--- config.mk ---
export PLATFORM = sky130hd
export DESIGN_NAME = audio_engine_scheduler_flat
export DESIGN_NICKNAME = d
export VERILOG_FILES = /design/src/rtl/audio_engine_scheduler_pkg.sv /design/src/rtl/audio_engine_scheduler_if.sv /design/src/rtl/sched_timeout_timer.sv /design/src/rtl/audio_engine_scheduler.sv /design/src/flat_wrapper.sv
export SDC_FILE = /design/constraint.sdc
export NUM_CORES = 1
export LEC_CHECK = 0
export BUFFER_PORTS_ARGS = -buffer_cell sky130_fd_sc_hd__buf_2
export CAP_MARGIN = 10
export CORE_ASPECT_RATIO = 1.4
export CORE_UTILIZATION = 48
export CTS_CLUSTER_DIAMETER = 80
export DETAILED_ROUTE_END_ITERATION = 10
export GPL_TIMING_DRIVEN = 1
export HOLD_SLACK_MARGIN = 0.06
export PLACE_DENSITY = 0.7
export SLEW_MARGIN = 20
export SYNTH_ARGS = -nofsm -noshare
export SYNTH_HDL_FRONTEND = slang
export SYNTH_SLANG_ARGS = --single-unit
export TNS_END_PERCENT = 30
--- constraint.sdc ---
create_clock -name clk -period 3.96 [get_ports clk]
set_input_delay 0.198 -clock clk [delete_from_list [all_inputs] [get_ports clk]]
set_output_delay 0.198 -clock clk [all_outputs]
set_load 0.05 [all_outputs]
--- src/rtl/audio_engine_scheduler_pkg.sv ---
// Shared definitions for the audio engine scheduler: FSM state encoding and
// elaboration-time parameter legality check.
package audio_engine_scheduler_pkg;

    localparam int STATE_W = 2;

    localparam logic [STATE_W-1:0] ST_IDLE  = 2'd0;
    localparam logic [STATE_W-1:0] ST_START = 2'd1;
    localparam logic [STATE_W-1:0] ST_WAIT  = 2'd2;
    localparam logic [STATE_W-1:0] ST_DONE  = 2'd3;

    // Channel index must cover every channel and the timer must be able to reach TIMEOUT-1.
    function automatic bit params_legal(int num_ch, int ch_w, int timeout, int tmr_w);
        return (num_ch >= 1) && (ch_w >= 1) && ((1 << ch_w) >= num_ch) &&
               (timeout >= 2) && ((1 << tmr_w) > timeout);
    endfunction

endpackage

--- src/rtl/audio_engine_scheduler_if.sv ---
// Frame-strobe, engine handshake and status bundle of the audio engine scheduler.
// master = scheduler side, slave = frame source / engine / status consumer side.
interface audio_engine_scheduler_if #(
    parameter int CH_W  = 1,
    parameter int OVR_W = 8
);
    logic             sample_en;
    logic             eng_done;
    logic             clear_err;
    logic             eng_start;
    logic [CH_W-1:0]  eng_ch;
    logic             busy;
    logic             frame_done;
    logic             overrun_err;
    logic             timeout_err;
    logic [OVR_W-1:0] overrun_cnt;

    modport master (
        input  sample_en, eng_done, clear_err,
        output eng_start, eng_ch, busy, frame_done, overrun_err, timeout_err, overrun_cnt
    );

    modport slave (
        output sample_en, eng_done, clear_err,
        input  eng_start, eng_ch, busy, frame_done, overrun_err, timeout_err, overrun_cnt
    );
endinterface

--- src/rtl/sched_timeout_timer.sv ---
// Per-job watchdog: cleared when a job starts, counts while waiting, and
// flags expiry on the cycle the count reaches TIMEOUT-1.
module sched_timeout_timer #(
    parameter int TIMEOUT = 64,
    parameter int TMR_W   = 7
) (
    input  logic clk,
    input  logic reset,
    input  logic clear,
    input  logic count,
    output logic expire
);
    logic [TMR_W-1:0] timer;

    // NOTE: clocked state uses non-blocking (<=) so every register samples pre-edge values.
    always_ff @(posedge clk or posedge reset) begin
        if (reset) begin
            timer <= '0;
        end else if (clear) begin
            timer <= '0;
        end else if (count) begin
            timer <= timer + TMR_W'(1);
        end
    end

    assign expire = (timer == TMR_W'(TIMEOUT - 1));

endmodule

--- src/rtl/audio_engine_scheduler.sv ---
// Sequences one shared audio engine across NUM_CH channels per accepted frame
// strobe, with sticky overrun/timeout flags and a saturating overrun counter.
module audio_engine_scheduler
    import audio_engine_scheduler_pkg::*;
#(
    parameter int NUM_CH  = 2,
    parameter int CH_W    = 1,
    parameter int TIMEOUT = 64,
    parameter int TMR_W   = 7,
    parameter int OVR_W   = 8
) (
    input  logic                   clk,
    input  logic                   reset,
    audio_engine_scheduler_if.master bus
);
    if (!params_legal(NUM_CH, CH_W, TIMEOUT, TMR_W)) begin : g_bad_params
        $error("audio_engine_scheduler: illegal NUM_CH/CH_W/TIMEOUT/TMR_W combination");
    end

    localparam logic [CH_W-1:0] LAST_CH = CH_W'(NUM_CH - 1);

    logic [STATE_W-1:0] state, state_nxt;
    logic [CH_W-1:0]    ch, ch_nxt;
    logic               expire;
    logic               advance;
    logic               overrun_evt;
    logic               timeout_evt;
    logic               overrun_err;
    logic               timeout_err;
    logic [OVR_W-1:0]   overrun_cnt;

    sched_timeout_timer #(
        .TIMEOUT (TIMEOUT),
        .TMR_W   (TMR_W)
    ) u_timer (
        .clk    (clk),
        .reset  (reset),
        .clear  (state == ST_START),
        .count  (state == ST_WAIT),
        .expire (expire)
    );

    // A done pulse coinciding with expiry counts as a normal completion.
    assign advance     = (state == ST_WAIT) && (bus.eng_done || expire);
    assign timeout_evt = (state == ST_WAIT) && !bus.eng_done && expire;
    assign overrun_evt = bus.sample_en && (state != ST_IDLE);

    // NOTE: defaults at the top of always_comb keep every path assigned, so no latch is inferred.
    always_comb begin
        state_nxt = state;
        ch_nxt    = ch;
        case (state)
            ST_IDLE: begin
                if (bus.sample_en) begin
                    state_nxt = ST_START;
                    ch_nxt    = '0;
                end
            end
            ST_START: state_nxt = ST_WAIT;
            ST_WAIT: begin
                if (advance) begin
                    if (ch == LAST_CH) begin
                        state_nxt = ST_DONE;
                    end else begin
                        state_nxt = ST_START;
                        ch_nxt    = ch + CH_W'(1);
                    end
                end
            end
            ST_DONE: state_nxt = ST_IDLE;
            default: state_nxt = ST_IDLE;
        endcase
    end

    always_ff @(posedge clk or posedge reset) begin
        if (reset) begin
            state <= ST_IDLE;
            ch    <= '0;
        end else begin
            state <= state_nxt;
            ch    <= ch_nxt;
        end
    end

    // New error events take priority over a simultaneous clear.
    always_ff @(posedge clk or posedge reset) begin
        if (reset) begin
            overrun_err <= 1'b0;
            timeout_err <= 1'b0;
            overrun_cnt <= '0;
        end else begin
            if (overrun_evt) begin
                overrun_err <= 1'b1;
            end else if (bus.clear_err) begin
                overrun_err <= 1'b0;
            end

            if (timeout_evt) begin
                timeout_err <= 1'b1;
            end else if (bus.clear_err) begin
                timeout_err <= 1'b0;
            end

            if (bus.clear_err) begin
                overrun_cnt <= overrun_evt ? OVR_W'(1) : '0;
            end else if (overrun_evt && (overrun_cnt != '1)) begin
                overrun_cnt <= overrun_cnt + OVR_W'(1);
            end
        end
    end

    assign bus.eng_start   = (state == ST_START);
    assign bus.eng_ch      = ch;
    assign bus.busy        = (state != ST_IDLE);
    assign bus.frame_done  = (state == ST_DONE);
    assign bus.overrun_err = overrun_err;
    assign bus.timeout_err = timeout_err;
    assign bus.overrun_cnt = overrun_cnt;

endmodule

--- src/flat_wrapper.sv ---
// flat-port wrapper written by rule: the top's interface ports become plain ports
module audio_engine_scheduler_flat import audio_engine_scheduler_pkg::*;
#(
    parameter int NUM_CH  = 2,
    parameter int CH_W    = 1,
    parameter int TIMEOUT = 64,
    parameter int TMR_W   = 7,
    parameter int OVR_W   = 8
)
  (clk, reset, bus_sample_en, bus_eng_done, bus_clear_err, bus_eng_start, bus_eng_ch, bus_busy, bus_frame_done, bus_overrun_err, bus_timeout_err, bus_overrun_cnt);
  audio_engine_scheduler_if #(.CH_W(CH_W), .OVR_W(OVR_W)) bus_i ();
  input  logic clk;
  input  logic reset;
  input wire logic [$bits(bus_i.sample_en)-1:0] bus_sample_en;
  input wire logic [$bits(bus_i.eng_done)-1:0] bus_eng_done;
  input wire logic [$bits(bus_i.clear_err)-1:0] bus_clear_err;
  output wire logic [$bits(bus_i.eng_start)-1:0] bus_eng_start;
  output wire logic [$bits(bus_i.eng_ch)-1:0] bus_eng_ch;
  output wire logic [$bits(bus_i.busy)-1:0] bus_busy;
  output wire logic [$bits(bus_i.frame_done)-1:0] bus_frame_done;
  output wire logic [$bits(bus_i.overrun_err)-1:0] bus_overrun_err;
  output wire logic [$bits(bus_i.timeout_err)-1:0] bus_timeout_err;
  output wire logic [$bits(bus_i.overrun_cnt)-1:0] bus_overrun_cnt;
  assign bus_i.sample_en = bus_sample_en;
  assign bus_i.eng_done = bus_eng_done;
  assign bus_i.clear_err = bus_clear_err;
  assign bus_eng_start = bus_i.eng_start;
  assign bus_eng_ch = bus_i.eng_ch;
  assign bus_busy = bus_i.busy;
  assign bus_frame_done = bus_i.frame_done;
  assign bus_overrun_err = bus_i.overrun_err;
  assign bus_timeout_err = bus_i.timeout_err;
  assign bus_overrun_cnt = bus_i.overrun_cnt;
  audio_engine_scheduler #(.NUM_CH(NUM_CH), .CH_W(CH_W), .TIMEOUT(TIMEOUT), .TMR_W(TMR_W), .OVR_W(OVR_W)) u_core (.clk(clk), .reset(reset), .bus(bus_i));
endmodule
==> flow_summary.json, run 1 <==
{
  "root_buffer": "clkbuf_4",
  "pre_cts_slack_ns": 2.08,
  "areaGrowthSynthToFinish_pct": 15.0,
  "r2r-end": "u_core.bus.overrun_cnt[5]",
  "synth_edf_count": 0,
  "drc": 0,
  "synth_area_per_cell_um2": 9.71,
  "drive_gt1_share_pct": 19.8,
  "viasPerCell": 5.95,
  "design.core.area_mm2": 0.00202,
  "min_delay_path_depth": 2,
  "grt_overflow": 0,
  "synthesis.area_mm2": 0.00106,
  "cts_max_level": 1,
  "vias": 905,
  "wirelength_um": 2130,
  "cts_setup_buffers": 0,
  "r2r_slack_ns": 2.06,
  "relSlewSlack_pct": 49.8,
  "outcome": "completed",
  "multi_input_area_um2": 532,
  "p_per_area_mw_per_mm2": 666,
  "portBuffers": 18,
  "grt_max_degree": 21,
  "fillers": 177,
  "min_period_over_period_pct": 48.0,
  "ff2ff_path_depth": 6,
  "crit_arrival_ns": 2.15,
  "rsz0062_at_grt": "false",
  "hold_violations": 0,
  "setup_viol": 0,
  "cp-start-kind": "flop",
  "setup_slack_ns": 2.06,
  "synth_nets": 120,
  "maxCapViolCount": 0,
  "rr_startpoint": "u_core.state[1]",
  "fin_skew_ns": 0.00817,
  "maxSlewViolCount": 0,
  "ys_seq_area_share_pct": 47.3,
  "ys_types": 36,
  "hpwl_um": 1540,
  "grt_pass1_wl_um": 3680,
  "yosysWarnings": 0,
  "dr.pass1.iters": 4,
  "power_mw": 0.811,
  "synth_cells": 109,
  "worst_slew_pin_slew_ns": 0.752,
  "synth-seq-cells": 20,
  "clock_latency_ns": 0.31,
  "min_path_type": "primary input to flop",
  "die-height_um": 57.6,
  "clk_pin_slew_ns": 0.11,
  "place.gp.congestion": 0.862,
  "track_usage_pct": 20.0,
  "antenna_left": 0,
  "async_reset_ff_share_pct": 100,
  "hp-start": "bus_clear_err",
  "rows": 19,
  "fp.dieW_um": 41.7,
  "clockBufferDepth": 2,
  "cts_tree": "done",
  "dieArea_mm2": 0.00240,
  "start_util_pct": 52.4,
  "avgRoutedWirePerCell_um": 14.0,
  "numCtsBuffers": 3,
  "drt-initial-drc-count": 13,
  "leakagePower_nw": 0.595,
  "path_class": "flop to flop",
  "ys.flop_type": "dfrtp_1",
  "postLayoutCoreUtil_pct": 60.2,
  "regArea_um2": 500,
  "antenna_cells": 0,
  "peakVddDrop_mv": 0.462,
  "tns_ns": 0,
  "nets": 143,
  "crit_fanout": 7,
  "max_freq_ghz": 0.526,
  "required_ns": 4.21,
  "grt_pass1_vias": 876,
  "hold_path_end": "u_core.bus.overrun_cnt[5]",
  "post-route-min-period_ns": 1.90,
  "ioPinCount": 19,
  "critPathCaptureType": "flop",
  "clock-sinks": 20,
  "antenna_found_initial": 0
}
## per-layer routing
layer  up-vias  GRT usage (%)  wire length [µm]
met2        29           33.3              1070
li1        438              -                 -
met5         -              0                 0
met4         0           13.8                80
met1       429           22.7               901
met3         9           4.11                71
## critical path, cell delays in order (launching register included)
cell and delay [ns]:
dfrtp_1 0.44, inv_1 0.09, ha_1 0.24, nand2b_4 0.18, or2_1 0.25, or4_1 0.50
a21oi_1 0.14
## cell usage after synthesis (2+ instances only)
cell	instances	area (µm²)
dfrtp_1	20	500
a21oi_1	10	50.1
nor2_1	10	37.5
nand2_1	8	30.0
o21ai_0	7	35.0
ha_1	6	75.1
inv_1	6	22.5
and3_1	4	25.0
nand3_1	3	15.0
nor3_1	3	15.0
a22o_1	2	17.5
a31oi_1	2	12.5
mux2_2	2	22.5
nand3b_1	2	15.0
nor2b_1	2	12.5
o211ai_1	2	15.0
## flip-flops by register name (all words and copies together) (netlist names)
name and flops:
u_core.bus.overrun_cnt 8, u_core.u_timer.timer 7, u_core.bus.eng_ch 1, u_core.state 2
u_core.bus.overrun_err 1, u_core.bus.timeout_err 1
## power breakdown
part           internal (mW)  switching (mW)  leakage (nW)
Clock                 0.0562          0.0623        0.0210
Sequential             0.251          0.0463         0.266
Combinational          0.133           0.262         0.308
Total                  0.440           0.371         0.595
## cell families after synthesis
logic type               Yosys count  share of synthesized area [%]
flip-flops                        20                           47.3
adder cells (fa/ha/maj)            6                           7.09
AO/OA/AOI/OAI                     32                           19.2
AND/OR/NAND/NOR                   40                           20.2
multiplexers                       2                           2.13
buffers and inverters              7                           2.48
XOR/XNOR                           2                           1.66
## worst max path at each step
| stage | slack, ns | start | depth (start not counted) | to |
|---|---|---|---|---|
| after floorplan | 2.18 | u_core.state[0] | 6 | u_core.bus.overrun_cnt[5] |
| after CTS | 2.05 | u_core.state[0] | 6 | u_core.bus.overrun_cnt[5] |
| after global routing | 1.96 | u_core.state[0] | 6 | u_core.bus.overrun_cnt[5] |
| after detailed placement | 2.08 | u_core.state[0] | 6 | u_core.bus.overrun_cnt[5] |
| final | 2.06 | u_core.state[1] | 6 | u_core.bus.overrun_cnt[5] |
| after global placement | 2.13 | u_core.state[0] | 6 | u_core.bus.overrun_cnt[5] |
## layout make-up
type	count	area share [%]
clock buffers	4	2.98
inverters	6	1.85
multi-input cells	82	43.7
flip-flops and latches	20	41.1
well taps	21	2.16
repair buffers	19	8.22
## placed cells by master (no fill, tap or decap), types with 2 or more instances in the layout
cell type	n
inv_1	6
nand3b_1	2
a21oi_1	10
a31oi_1	2
nor3_1	3
nor2b_1	2
nor2_1	10
mux2_2	2
o21ai_0	7
ha_1	6
buf_2	18
o211ai_1	2
and3_1	4
clkbuf_4	3
dfrtp_1	20
nand3_1	3
a22o_1	2
nand2_1	8
## stage by stage
| step | hold WS [ns] | std cells | cell area, µm² |
|---|---|---|---|
| after detailed placement | 0.366 | 147 | 1170 |
| final | 0.140 | 152 | 1220 |
| after CTS | 0.146 | 152 | 1220 |
| after global placement | 0.367 | 147 | 1170 |
| after global routing | 0.137 | 152 | 1220 |
| after floorplan | 0.162 | 109 | 1060 |
## timing repair
item                                   CTS  global route
hold buffers                             1             0
endpoints found under the hold margin   20             0
gates resized for setup                  0             0
(Power assumes the default switching activity.)
==> inputs of run 2 (changes only) <==
--- a/config.mk
+++ b/config.mk
@@ -13,7 +13,7 @@
 export DETAILED_ROUTE_END_ITERATION = 10
 export GPL_TIMING_DRIVEN = 1
 export HOLD_SLACK_MARGIN = 0.06
-export PLACE_DENSITY = 0.7
+export PLACE_DENSITY = 0.73
 export SLEW_MARGIN = 20
 export SYNTH_ARGS = -nofsm -noshare
 export SYNTH_HDL_FRONTEND = slang
==> constraint.sdc (replaced) <==
create_clock -name clk -period 1.55 [get_ports clk]
set_input_delay 0.0775 -clock clk [delete_from_list [all_inputs] [get_ports clk]]
set_output_delay 0.0775 -clock clk [all_outputs]
set_load 0.05 [all_outputs]
==> flow_summary.json, run 2 (same netlist as run 1, synthesis figures left out) <==
{
  "worstSetupEndpoint": "u_core.bus.overrun_cnt[5]",
  "dr.pass1.iters": 4,
  "min_path_type": "primary input to flop",
  "outcome": "completed",
  "grt_pass1_wl_um": 4020,
  "netSwitchingPower_mw": 1.04,
  "largest-register": "u_core.bus.overrun_cnt",
  "clk_pin_slew_ns": 0.12,
  "start_util_pct": 52.4,
  "crit_arrival_ns": 1.80,
  "cp-startpoint": "u_core.bus.overrun_cnt[1]",
  "numCtsBuffers": 3,
  "pre_cts_slack_ns": -0.0539,
  "portBuffers": 18,
  "maxSlewViolCount": 0,
  "largest_reg_flops": 8,
  "grt_overflow": 0,
  "power_frac_seq_pct": 30.6,
  "required_ns": 1.80,
  "cts_tree": "done",
  "nets": 159,
  "r2r_slack_ns": 0.002,
  "track_usage_pct": 22.0,
  "fillers": 174,
  "cts_max_level": 1,
  "clkPwrFrac_pct": 17.7,
  "worst_slew_pin_slew_ns": 0.252,
  "path_class": "flop to flop",
  "internal_power_mw": 1.42,
  "combPwrFrac_pct": 51.7,
  "dpl.cell_count": 159,
  "tns_ns": 0,
  "grt_pass1_vias": 937,
  "critPathCaptureType": "flop",
  "peakVddDrop_mv": 1.52,
  "antenna_left": 0,
  "root_buffer": "clkbuf_4",
  "switching_share_pct": 42.2,
  "clock-sinks": 20,
  "clock_latency_ns": 0.31,
  "min_period_over_period_pct": 99.8,
  "cp-start-kind": "flop",
  "die-height_um": 57.6,
  "clockBufferDepth": 2,
  "antenna_cells": 0,
  "fin_cells": 168,
  "crit_fanout": 7,
  "relSlewSlack_pct": 83.2,
  "leakagePower_nw": 0.672,
  "antenna_found_initial": 0,
  "vias": 973,
  "dieArea_mm2": 0.00240,
  "ff2ff_path_depth": 6,
  "grt_max_degree": 21,
  "wirelength_um": 2380,
  "setup_slack_ns": 0.00241,
  "rsz0062_at_grt": "true",
  "hold_violations": 0,
  "viasPerCell": 5.79,
  "hpwl_um": 1720,
  "rows": 19,
  "place.gp.congestion": 0.839,
  "maxCapViolCount": 0,
  "design.core.area_mm2": 0.00202,
  "power_mw": 2.46,
  "drc": 0,
  "avgRoutedWirePerCell_um": 14.2,
  "postLayoutCoreUtil_pct": 69.1,
  "reg_top3": "u_core.bus.overrun_cnt (8), u_core.u_timer.timer (7), u_core.state (2)",
  "max_freq_ghz": 0.646,
  "setup_viol": 0,
  "ioPinCount": 19,
  "final_cell_mix": "buf_2 (17), dfrtp_1 (17), buf_4 (15)",
  "fin_skew_ns": 0.00850,
  "areaGrowthSynthToFinish_pct": 31.9,
  "drive_gt1_share_pct": 36.1,
  "r2r-end": "u_core.bus.overrun_cnt[5]",
  "rr_startpoint": "u_core.bus.overrun_cnt[1]",
  "post-route-min-period_ns": 1.55,
  "p_per_area_mw_per_mm2": 1760,
  "drt-initial-drc-count": 22,
  "fp.dieW_um": 41.7
}
-- run 2: layout make-up --
class | instances | area [µm²] | share of cell area, %
multi-input cells | 82 | 563 | 40.3
flip-flops and latches | 20 | 504 | 36.1
repair buffers | 35 | 228 | 16.3
clock inverters | 1 | 30.0 | 2.15
well taps | 21 | 26.3 | 1.88
clock buffers | 3 | 22.5 | 1.61
inverters | 6 | 22.5 | 1.61
-- run 2: worst min-delay path by stage --
| stage | start | end | slack [ns] | cells after the start |
|---|---|---|---|---|
| floorplan | reset | u_core.bus.eng_ch | 0.04 | 1 |
| global placement | reset | u_core.bus.overrun_cnt[4] | 0.11 | 3 |
| detailed placement | reset | u_core.bus.overrun_cnt[4] | 0.11 | 3 |
| CTS | bus_sample_en | u_core.bus.overrun_cnt[0] | 0.19 | 4 |
| global route | bus_sample_en | u_core.bus.overrun_cnt[0] | 0.24 | 4 |
| finish | bus_sample_en | u_core.bus.overrun_cnt[0] | 0.21 | 4 |
-- run 2: metal layers --
layer  up-vias  wire [µm]  track usage (%)
li1        471          -                -
met1       480        932             23.2
met2        18       1320             41.1
met3         4         65             2.22
met4         0         59             13.4
met5         -          0                0
-- run 2: power by group through the flow --
| stage | clock network, mW | logic [mW] | registers, mW |
|---|---|---|---|
| final | 0.436 | 1.27 | 0.751 |
| after global routing | 0.448 | 1.40 | 0.766 |
| after floorplan | 0 | 0.682 | 0.893 |
| after CTS | 0.440 | 1.23 | 0.752 |
| after detailed placement | 0 | 1.18 | 0.756 |
| after global placement | 0 | 1.14 | 0.742 |
-- run 2: per-stage QoR --
step | hold WS, ns | instance area [µm²]
after global routing | 0.235 | 1400
after global placement | 0.110 | 1270
after CTS | 0.193 | 1380
final | 0.206 | 1400
after floorplan | 0.0411 | 1060
after detailed placement | 0.114 | 1270
-- run 2: critical path: stages, from the launching register on --
cell	delay (ns)
dfrtp_2	0.45
ha_4	0.17
nand2_2	0.06
nor3_1	0.05
buf_4	0.15
or4_1	0.47
a21oi_1	0.13
-- run 2: timing repair --
action                     4_1_cts  5_1_grt
setup buffers                    2        0
resized for setup                4        7
setup endpoints to repair        3       13
hold endpoints to repair        27        0
pin swaps                        2        4
hold buffers                     3        0
==> inputs of run 3 (changes only) <==
--- a/config.mk
+++ b/config.mk
@@ -5,6 +5,7 @@
 export SDC_FILE = /design/constraint.sdc
 export NUM_CORES = 1
 export LEC_CHECK = 0
+export ABC_AREA = 1
 export BUFFER_PORTS_ARGS = -buffer_cell sky130_fd_sc_hd__buf_2
 export CAP_MARGIN = 10
 export CORE_ASPECT_RATIO = 1.4
@@ -13,7 +14,7 @@
 export DETAILED_ROUTE_END_ITERATION = 10
 export GPL_TIMING_DRIVEN = 1
 export HOLD_SLACK_MARGIN = 0.06
-export PLACE_DENSITY = 0.73
+export PLACE_DENSITY = 0.72
 export SLEW_MARGIN = 20
 export SYNTH_ARGS = -nofsm -noshare
 export SYNTH_HDL_FRONTEND = slang
==> flow_summary.json, run 3 <==
{
  "nets": 195,
  "fin_skew_ns": 0.00172,
  "clock_latency_ns": 0.29,
  "mostFrequentLayoutCell": "nand2_1",
  "fp.dieW_um": 43.6,
  "fillers": 203,
  "synth_nets": 166,
  "synth_most_common_cell": "nand2_1",
  "hold_violations": 0,
  "hpwl_um": 1760,
  "drive_gt1_share_pct": 20.2,
  "async_reset_ff_share_pct": 100,
  "synth_cells": 155,
  "design.core.area_mm2": 0.00223,
  "leakagePower_nw": 0.752,
  "synthesis.area_mm2": 0.00116,
  "power_mw": 2.14,
  "dr.pass1.iters": 7,
  "ioPinCount": 19,
  "slowest_delay_ns": 0.36,
  "grt_max_degree": 21,
  "critPathCaptureType": "flop",
  "multi_input_area_um2": 562,
  "ys_seq_area_share_pct": 43.1,
  "rsz0062_at_grt": "false",
  "synth_top_area_cell": "dfrtp_1",
  "synth_edf_count": 0,
  "ys.flop_type": "dfrtp_1",
  "die-height_um": 60.2,
  "required_ns": 1.74,
  "crit_fanout": 6,
  "dieArea_mm2": 0.00263,
  "synth_area_per_cell_um2": 7.50,
  "ys_types": 21,
  "root_buffer": "clkbuf_4",
  "final_cell_mix": "nand2_1 (49), inv_1 (23), buf_2 (18), dfrtp_1 (18), nor2_1 (16)",
  "min_period_over_period_pct": 90.9,
  "drt-initial-drc-count": 16,
  "rows": 20,
  "numCtsBuffers": 3,
  "cts_tree": "done",
  "min_path_type": "primary input to flop",
  "ys_top_cells_by_count": "nand2_1 (49), inv_1 (23), dfrtp_1 (20)",
  "fin_cells": 205,
  "reg_top3": "u_core.bus.overrun_cnt (8), u_core.u_timer.timer (7), u_core.state (2)",
  "areaGrowthSynthToFinish_pct": 17.1,
  "crit_arrival_ns": 1.60,
  "clk_pin_slew_ns": 0.11,
  "grt_pass1_wl_um": 3880,
  "max_freq_ghz": 0.710,
  "clockBufferDepth": 2,
  "maxSlewViolCount": 0,
  "viasPerCell": 4.95,
  "grt_pass1_vias": 1019,
  "grt_overflow": 0,
  "critical-path-top-delay-family": "simple AND/OR/NAND/NOR gates",
  "cp_common_cell": "nor2_1",
  "largest_reg_flops": 8,
  "largest-register": "u_core.bus.overrun_cnt",
  "regArea_um2": 503,
  "path_cells": "inv_1, ha_2, nand2_1, nor2_1, nand3_1, o21ai_0, nor2_1",
  "antenna_cells": 0,
  "outcome": "complete, but fails checks",
  "cts_max_level": 1,
  "clock-sinks": 20,
  "p_per_area_mw_per_mm2": 1570,
  "place.gp.congestion": 0.852,
  "portBuffers": 18,
  "cp-start-kind": "flop",
  "synth_area_leaders": "dfrtp_1 (43%), nand2_1 (16%), inv_1 (7.4%), ha_1 (6.5%), nor2_1 (5.2%)",
  "synth_top_area_share_pct": 43.1,
  "path_class": "flop to flop",
  "avgRoutedWirePerCell_um": 10.6,
  "crit_slowest_cell": "dfrtp_1",
  "peakVddDrop_mv": 1.32,
  "wirelength_um": 2180,
  "yosysWarnings": 0,
  "antenna_found_initial": 0,
  "post-route-min-period_ns": 1.41,
  "worst-path-buf-inv": 1,
  "tns_ns": 0,
  "setup_viol": 0,
  "antenna_left": 0,
  "start_util_pct": 52.2,
  "dpl.cell_count": 199,
  "maxCapViolCount": 0,
  "violations": "design-rule violations",
  "drc": 1,
  "vias": 1015,
  "track_usage_pct": 19.9,
  "synth-seq-cells": 20,
  "relSlewSlack_pct": 82.4,
  "worst_slew_pin_slew_ns": 0.265
}
[run 3: changes by cell type after synthesis, moves of 3 or more]
cell	change
nor2_1	+6
and3_1	-4
inv_1	+17
nand2_1	+41
nand3_1	+7
a21oi_1	-4
o21ai_0	-3
[run 3: cell families after synthesis]
logic type      share of synthesized area, %
simple gates                            32.8
flops                                   43.1
compound gates                          5.81
buf+inv                                 8.83
xor+xnor                                3.01
fa+ha+maj                               6.46
[run 3: what timing repair did]
item	in CTS	in global routing
gates resized for setup	0	1
hold buffers	2	0
endpoints found under the hold margin	21	0
buffers inserted	0	0
setup endpoints to repair	0	1
[run 3: routing by layer]
layer | routed length (µm) | share of wire, % | global-route usage [%] | vias to the layer above
met5 | 0 | 0 | 0 | -
met4 | 17 | 0.78 | 10.7 | 0
met3 | 41 | 1.9 | 2.11 | 2
met2 | 1170 | 54 | 37.1 | 11
met1 | 948 | 43 | 21.3 | 471
li1 | - | - | - | 531
[run 3: tightest hold or removal path, cell delays in order]
cell	delay, ns
buf_2	0.09
nor3_1	0.05
nand2_1	0.06
nand2_1	0.05
[run 3: path summary, 6_finish.rpt]
kind	from	endpoint	slack, ns	cells past startpoint
min in group asynchronous	reset	u_core.bus.overrun_err	0.33	4
max in group asynchronous	reset	u_core.bus.overrun_cnt[1]	0.99	4
max reg2reg	u_core.state[0]	u_core.u_timer.timer[5]	0.14	7
min reg2reg	u_core.bus.overrun_err	u_core.bus.overrun_err	0.49	2
min	bus_clear_err	u_core.bus.overrun_cnt[2]	0.07	4
max	u_core.state[0]	u_core.u_timer.timer[5]	0.14	7
[run 3: report_power, final]
part	internal (mW)	switching (mW)
logic	0.373	0.784
clock network	0.100	0.151
registers	0.645	0.0909
[run 3: final cells by class]
cell class	instances	area share, %
Multi-Input combinational cell	110	41.3
Sequential cell	20	36.9
Timing Repair Buffer	25	10.8
Inverter	24	6.99
Tap cell	22	2.02
Clock buffer	4	1.93
[run 3: metrics by stage]
stage	setup WS (ns)	hold WS [ns]	util, %	instance area (µm²)
after floorplan	0.118	0.0412	-	1160
after global placement	0.166	0.109	58.9	1310
after detailed placement	0.130	0.112	58.9	1310
after CTS	0.113	0.0616	61.0	1360
after global routing	0.0144	0.0943	61.1	1360
final	0.142	0.0677	61.1	1360
